## src/rtl/demux_1x8_rr_sched.sv

```systemverilog
// demux_1x8_rr_sched: round-robin scheduler fanning one valid/ready stream out to
// 8 sinks through a one-entry holding register. Disabled channels are skipped
// when a grant is chosen.
// Optional feature macro: DEMUX_SCHED_TIMEOUT_EN. When it is defined, a word that
// is held for TIMEOUT cycles without delivery is dropped, and drop pulses for one
// cycle. When it is undefined, words are held indefinitely and drop stays 0.
module demux_1x8_rr_sched #(
  parameter int DW      = 8,
  parameter int TIMEOUT = 16
) (
  input  logic          clk,
  input  logic          rst,
  input  logic          in_valid,
  input  logic [DW-1:0] in_data,
  output logic          in_ready,
  input  logic [7:0]    chan_en,
  output logic [7:0]    out_valid,
  output logic [DW-1:0] out_data,
  input  logic [7:0]    out_ready,
  output logic [2:0]    sel,
  output logic          busy,
  output logic          drop
);

  typedef enum logic {ST_EMPTY = 1'b0, ST_FULL = 1'b1} state_t;

  // Marker scope that flags out-of-range TIMEOUT values at elaboration.
  if (TIMEOUT < 1) begin : g_bad_timeout
  end

  state_t        state_q, state_d;
  logic [DW-1:0] data_q, data_d;
  logic [2:0]    sel_q, sel_d;
  logic [2:0]    ptr_q, ptr_d;
  logic [7:0]    valid_q, valid_d;
  logic          drop_q, drop_d;

  logic          deliver_s;
  logic          accept_s;
  logic          timeout_s;
  logic [2:0]    grant_s;

  // First enabled channel after p, scanning p+1 .. p+8 modulo 8.
  // If no channel is enabled, p itself is returned; that grant is never
  // used because in_ready is low whenever the mask is empty.
  function automatic logic [2:0] next_grant(input logic [2:0] p, input logic [7:0] en);
    logic [2:0] idx;
    logic       found;
    next_grant = p;
    found      = 1'b0;
    for (int i = 1; i <= 8; i++) begin
      idx = p + 3'(i);
      if (!found && en[idx]) begin
        next_grant = idx;
        found      = 1'b1;
      end else begin
        found = found;
      end
    end
  endfunction

  // Handshake terms. Only out_ready of the granted sink matters.
  assign deliver_s = (state_q == ST_FULL) && out_ready[sel_q];
  assign in_ready  = (|chan_en) && ((state_q == ST_EMPTY) || deliver_s);
  assign accept_s  = in_valid && in_ready;
  assign grant_s   = next_grant(ptr_q, chan_en);

`ifdef DEMUX_SCHED_TIMEOUT_EN
  localparam int CW = (TIMEOUT > 1) ? $clog2(TIMEOUT) : 1;

  logic [CW-1:0] cnt_q, cnt_d;

  // A stall expires on the last held cycle unless the word is delivered in that cycle.
  assign timeout_s = (state_q == ST_FULL) && !deliver_s && (cnt_q == CW'(TIMEOUT - 1));

  // Hold counter: cleared on every load, advanced on every stalled FULL cycle.
  always_comb begin
    cnt_d = cnt_q;
    if (accept_s) begin
      cnt_d = {CW{1'b0}};
    end else if ((state_q == ST_FULL) && !deliver_s) begin
      cnt_d = cnt_q + {{(CW-1){1'b0}}, 1'b1};
    end else begin
      cnt_d = cnt_q;
    end
  end

  // Hold counter register.
  always_ff @(posedge clk) begin
    if (rst) begin
      cnt_q <= {CW{1'b0}};
    end else begin
      cnt_q <= cnt_d;
    end
  end
`else
  assign timeout_s = 1'b0;
`endif

  // State register, together with the holding register and the output registers.
  always_ff @(posedge clk) begin
    if (rst) begin
      state_q <= ST_EMPTY;
      data_q  <= {DW{1'b0}};
      sel_q   <= 3'd0;
      ptr_q   <= 3'd7;
      valid_q <= 8'd0;
      drop_q  <= 1'b0;
    end else begin
      state_q <= state_d;
      data_q  <= data_d;
      sel_q   <= sel_d;
      ptr_q   <= ptr_d;
      valid_q <= valid_d;
      drop_q  <= drop_d;
    end
  end

  // Next state: fill on accept; empty on deliver or expiry; otherwise keep the word.
  always_comb begin
    state_d = state_q;
    case (state_q)
      ST_EMPTY: begin
        if (accept_s) begin
          state_d = ST_FULL;
        end else begin
          state_d = ST_EMPTY;
        end
      end
      ST_FULL: begin
        if (accept_s) begin
          state_d = ST_FULL;
        end else if (deliver_s || timeout_s) begin
          state_d = ST_EMPTY;
        end else begin
          state_d = ST_FULL;
        end
      end
      default: begin
        state_d = ST_EMPTY;
      end
    endcase
  end

  // Datapath: load the new grant on accept. Clearing out_valid leaves sel and ptr
  // unchanged, so the next grant starts scanning after the last granted channel.
  always_comb begin
    data_d  = data_q;
    sel_d   = sel_q;
    ptr_d   = ptr_q;
    valid_d = valid_q;
    drop_d  = timeout_s;
    if (accept_s) begin
      data_d  = in_data;
      sel_d   = grant_s;
      ptr_d   = grant_s;
      valid_d = 8'd1 << grant_s;
    end else if (deliver_s || timeout_s) begin
      valid_d = 8'd0;
    end else begin
      valid_d = valid_q;
    end
  end

  assign out_valid = valid_q;
  assign out_data  = data_q;
  assign sel       = sel_q;
  assign busy      = (state_q == ST_FULL);
  assign drop      = drop_q;

endmodule
```

## config.mk

```make
export PLATFORM = sky130hd
export DESIGN_NAME = demux_1x8_rr_sched
export DESIGN_NICKNAME = d
export VERILOG_FILES = /design/src/rtl/demux_1x8_rr_sched.sv
export SDC_FILE = /design/constraint.sdc
export NUM_CORES = 1
export LEC_CHECK = 0
export CAP_MARGIN = 20
export CORE_ASPECT_RATIO = 0.9
export CORE_MARGIN = 3
export CORE_UTILIZATION = 46
export CTS_CLUSTER_SIZE = 30
export DETAILED_ROUTE_END_ITERATION = 16
export MAX_ROUTING_LAYER = met4
export PLACE_DENSITY = 0.78
export SYNTH_ARGS = -nofsm -noshare
export SYNTH_HDL_FRONTEND = slang
export SYNTH_SLANG_ARGS = --single-unit
```

## constraint.sdc

```tcl
create_clock -name clk -period 3.7 [get_ports clk]
set_clock_uncertainty 0.2 [all_clocks]
set_input_delay 0.74 -clock clk [delete_from_list [all_inputs] [get_ports clk]]
set_output_delay 0.74 -clock clk [all_outputs]
set_load 0.01 [all_outputs]
```

==> out/results.txt <==
Worst-path clk slew -> 0.07 ns
Tcrit/Tclk final -> 96.15%
Status -> completed
CP Capture Type -> primary output
Core Area -> 4212 sq um
Via density -> 5.818
IO Port Bufs -> 47
Clk Latency, worst-skew pair -> 0.26 ns
Synth Flop Type -> dfxtp_1
DR pass1 iterations -> 4
Mapped Cells -> 220
Max-cap violations -> 0
Max Slew Vio Count -> 0
Area growth from synthesis to layout -> 32.32%
DIE AREA -> 5335 sq um
Syn_area_per_cell -> 9.395 sq um
Vias in the first global route -> 1,780
IO Pins -> 49
TritonCTS clock tree -> yes
Max FO, Critical Path -> 3
Total GRT Usage -> 22.04%
Worst setup endpoint -> in_ready
RR Startpoint -> ptr_q[1]
Post-CTS setup buffers -> 0
Synth warnings -> 0
Layout cells sized above 1 -> 23.91%
Fin nets -> 306
Buffer depth of the longest clock path -> 2
Worst reg-to-reg path cell count -> 9
ANT cells -> 0
Die width -> 76.66 microns
TritonCTS Sinks -> 23
Initial core utilization -> 49.08%
Post-DP Area -> 2690 sq um
Setup Viol. Count Final -> 0
Critical Path Slowest Stage Cell -> clkdlybuf4s50_1
Site Rows -> 22
Netlist cell types -> 59
Routed length on met1 -> 2.593 mm
Met2 routed WL -> 2.769 mm
DRT antenna net count -> 0
Hold Vio Cnt, Final -> 0
Routed WL -> 5.648 mm
Synth Cell Area -> 2067 sq um
Critical R2R Capture -> out_valid[2]
Average wire per standard cell -> 16.81 microns
Root buffer cell -> clkbuf_8
Slew headroom -> 48.34%
Initial antenna violation count -> 0
Flops & latches, synth -> 23
Max H-tree Level -> 1
Routability cong. -> 0.9210
Max VDD drop -> 714.7 uV
Die Y -> 69.60 microns
Crit path arrival time -> 2.62 ns
RSZ-0062 raised after global routing -> no
Fillcell total -> 353
Pwr Density -> 935.7 nW/um^2
Sequential share of the synthesized area -> 22.28%
DR WL met3 -> 266 microns
Cell mode on critical path -> clkdlybuf4s50_1
Via count -> 1,955
Leakage -> 1.031 nW
Largest net degree at the start of global routing -> 28
Min Tclk post-route -> 3.558 ns
HP Class -> reg2reg
First-pass GRT wire length -> 9.287 mm
Critical Path Start -> out_ready[3]
HPWL reported at the end of detailed placement -> 4.292 mm
PostCTS Resize Cnt -> 0
Crit path kind -> in2out
Iter 0 DRT Violations -> 108
WP data required -> 2.76 ns
Fraction of registers with async set/reset -> 0%
Cts bufs inserted -> 3
Reg-to-reg slack, setup -> 0.34 ns
Final Cell Area -> 2735 sq um
Worst slew pin tran -> 0.7739 ns
Congestion Overflow GR -> 0
Critical-path cell list -> clkdlybuf4s50_1 > mux4_2 > mux2i_1 > a22oi_1 > clkdlybuf4s50_1
Max stage delay on crit path -> 0.53 ns
Drt drc -> 0
Top routing layer used -> met4
Final Util -> 64.94%
Crit path launch type -> input pin
Syn_nets -> 249
EDFF count, synth -> 0
Max Clock Freq -> 281.1 MHz
Hold buffer count at cts -> 0
sequential cells by signal, indices dropped and copies added (netlist names):
signal     cells
busy           1
sel            3
out_valid      8
out_data       8
ptr_q          3
routing by layer:
layer | global-route usage, % | vias to the layer above
met2 | 35.11 | 51
met1 | 30.76 | 946
met4 | 2.616 | 0
met5 | - | -
met3 | 3.117 | 3
li1 | - | 955
power breakdown:
group	leakage, nW	internal [mW]	switching [mW]
clock network	0.0228	0.0768	0.0724
logic	0.820	0.975	1.04
registers	0.189	0.322	0.0737
total	1.03	1.37	1.19
final cells by class:
class	instances	area, sq um	area share (%)
clock buffers	4	45.04	1.647
inverters	6	22.52	0.8234
multi-input cells	170	1466	53.61
flip-flops and latches	23	460.4	16.83
well taps	60	75.07	2.745
repair buffers	73	665.6	24.34
placed cells by master (no fill, tap or decap), types with 5 or more instances in the layout:
master,n
nand2_1,40
nor3_1,7
a32o_1,5
mux2i_1,6
clkdlybuf4s50_1,47
mux4_2,15
buf_4,26
dfxtp_1,23
a21oi_1,16
inv_1,5
nand3_1,5
critical path: cells and delay by family:
family | cells | cell delay (ns)
muxes | 2 | 0.73
buffers and inverters | 2 | 0.95
AOI/OAI and AO/OA | 1 | 0.20
Yosys cell counts (2+ instances only):
cell	instances	area (sq um)
clkbuf_1	11	41.29
nor3_1	7	35.03
mux2_2	4	45.04
o21ai_4	2	32.53
nor4b_1	3	26.28
inv_1	5	18.77
nand3_1	5	25.02
buf_2	4	20.02
o31ai_2	3	37.54
buf_4	2	15.01
buf_6	2	22.52
a32o_1	5	50.05
o211ai_1	2	15.01
a211o_1	4	35.03
a221oi_1	2	17.52
nor2_1	4	15.01
or4_4	4	45.04
xnor2_1	3	26.28
nand2_1	40	150.1
a31oi_1	2	12.51
o31ai_1	3	22.52
mux4_2	15	337.8
mux2i_1	6	60.06
a211oi_1	3	22.52
dfxtp_1	23	460.4
a21oi_1	16	80.08
nor4bb_1	3	30.03
and3_1	2	12.51
ha_1	2	25.02
nor4_1	3	18.77
mux2i_4	2	45.04
worst min-delay path by stage:
stage / start / endpoint / slack, ns / cells past startpoint
6_report: out_valid[7] / out_valid[7] / 0.25 / 2
5_1_grt: out_data[3] / out_data[3] / 0.29 / 2
2_1_floorplan: out_valid[7] / out_valid[7] / 0.28 / 2
3_3_place_gp: out_data[5] / out_data[5] / 0.24 / 2
4_1_cts: out_data[1] / out_data[1] / 0.26 / 2
3_5_place_dp: out_valid[7] / out_valid[7] / 0.24 / 2
cells by family after synthesis:
| family | after synthesis | share of synthesized area (%) |
|---|---|---|
| xor gates and xnor gates | 5 | 2.482 |
| muxes | 28 | 24.88 |
| buffers and inverters | 27 | 6.779 |
| other | 1 | 0.1814 |
| DFF | 23 | 22.28 |
| AOI/OAI and AO/OA | 53 | 20.58 |
| adders and majority gates | 2 | 1.210 |
| and+or+nand+nor | 81 | 21.61 |
per-stage QoR:
stage	worst slack (ns)	setup TNS, ns	instances	hold WS (ns)	power (mW)
detailed placement	-0.06091	-0.2984	332	0.2432	2.389
floorplan	0.1458	0	220	0.2795	1.820
CTS	0.1485	0	336	0.2587	2.544
global route	0.009797	0	336	0.2855	2.739
global placement	-0.02075	-0.03665	332	0.2420	2.366
finish	0.1424	0	336	0.2542	2.559
Power figures use the tool's default switching activity.
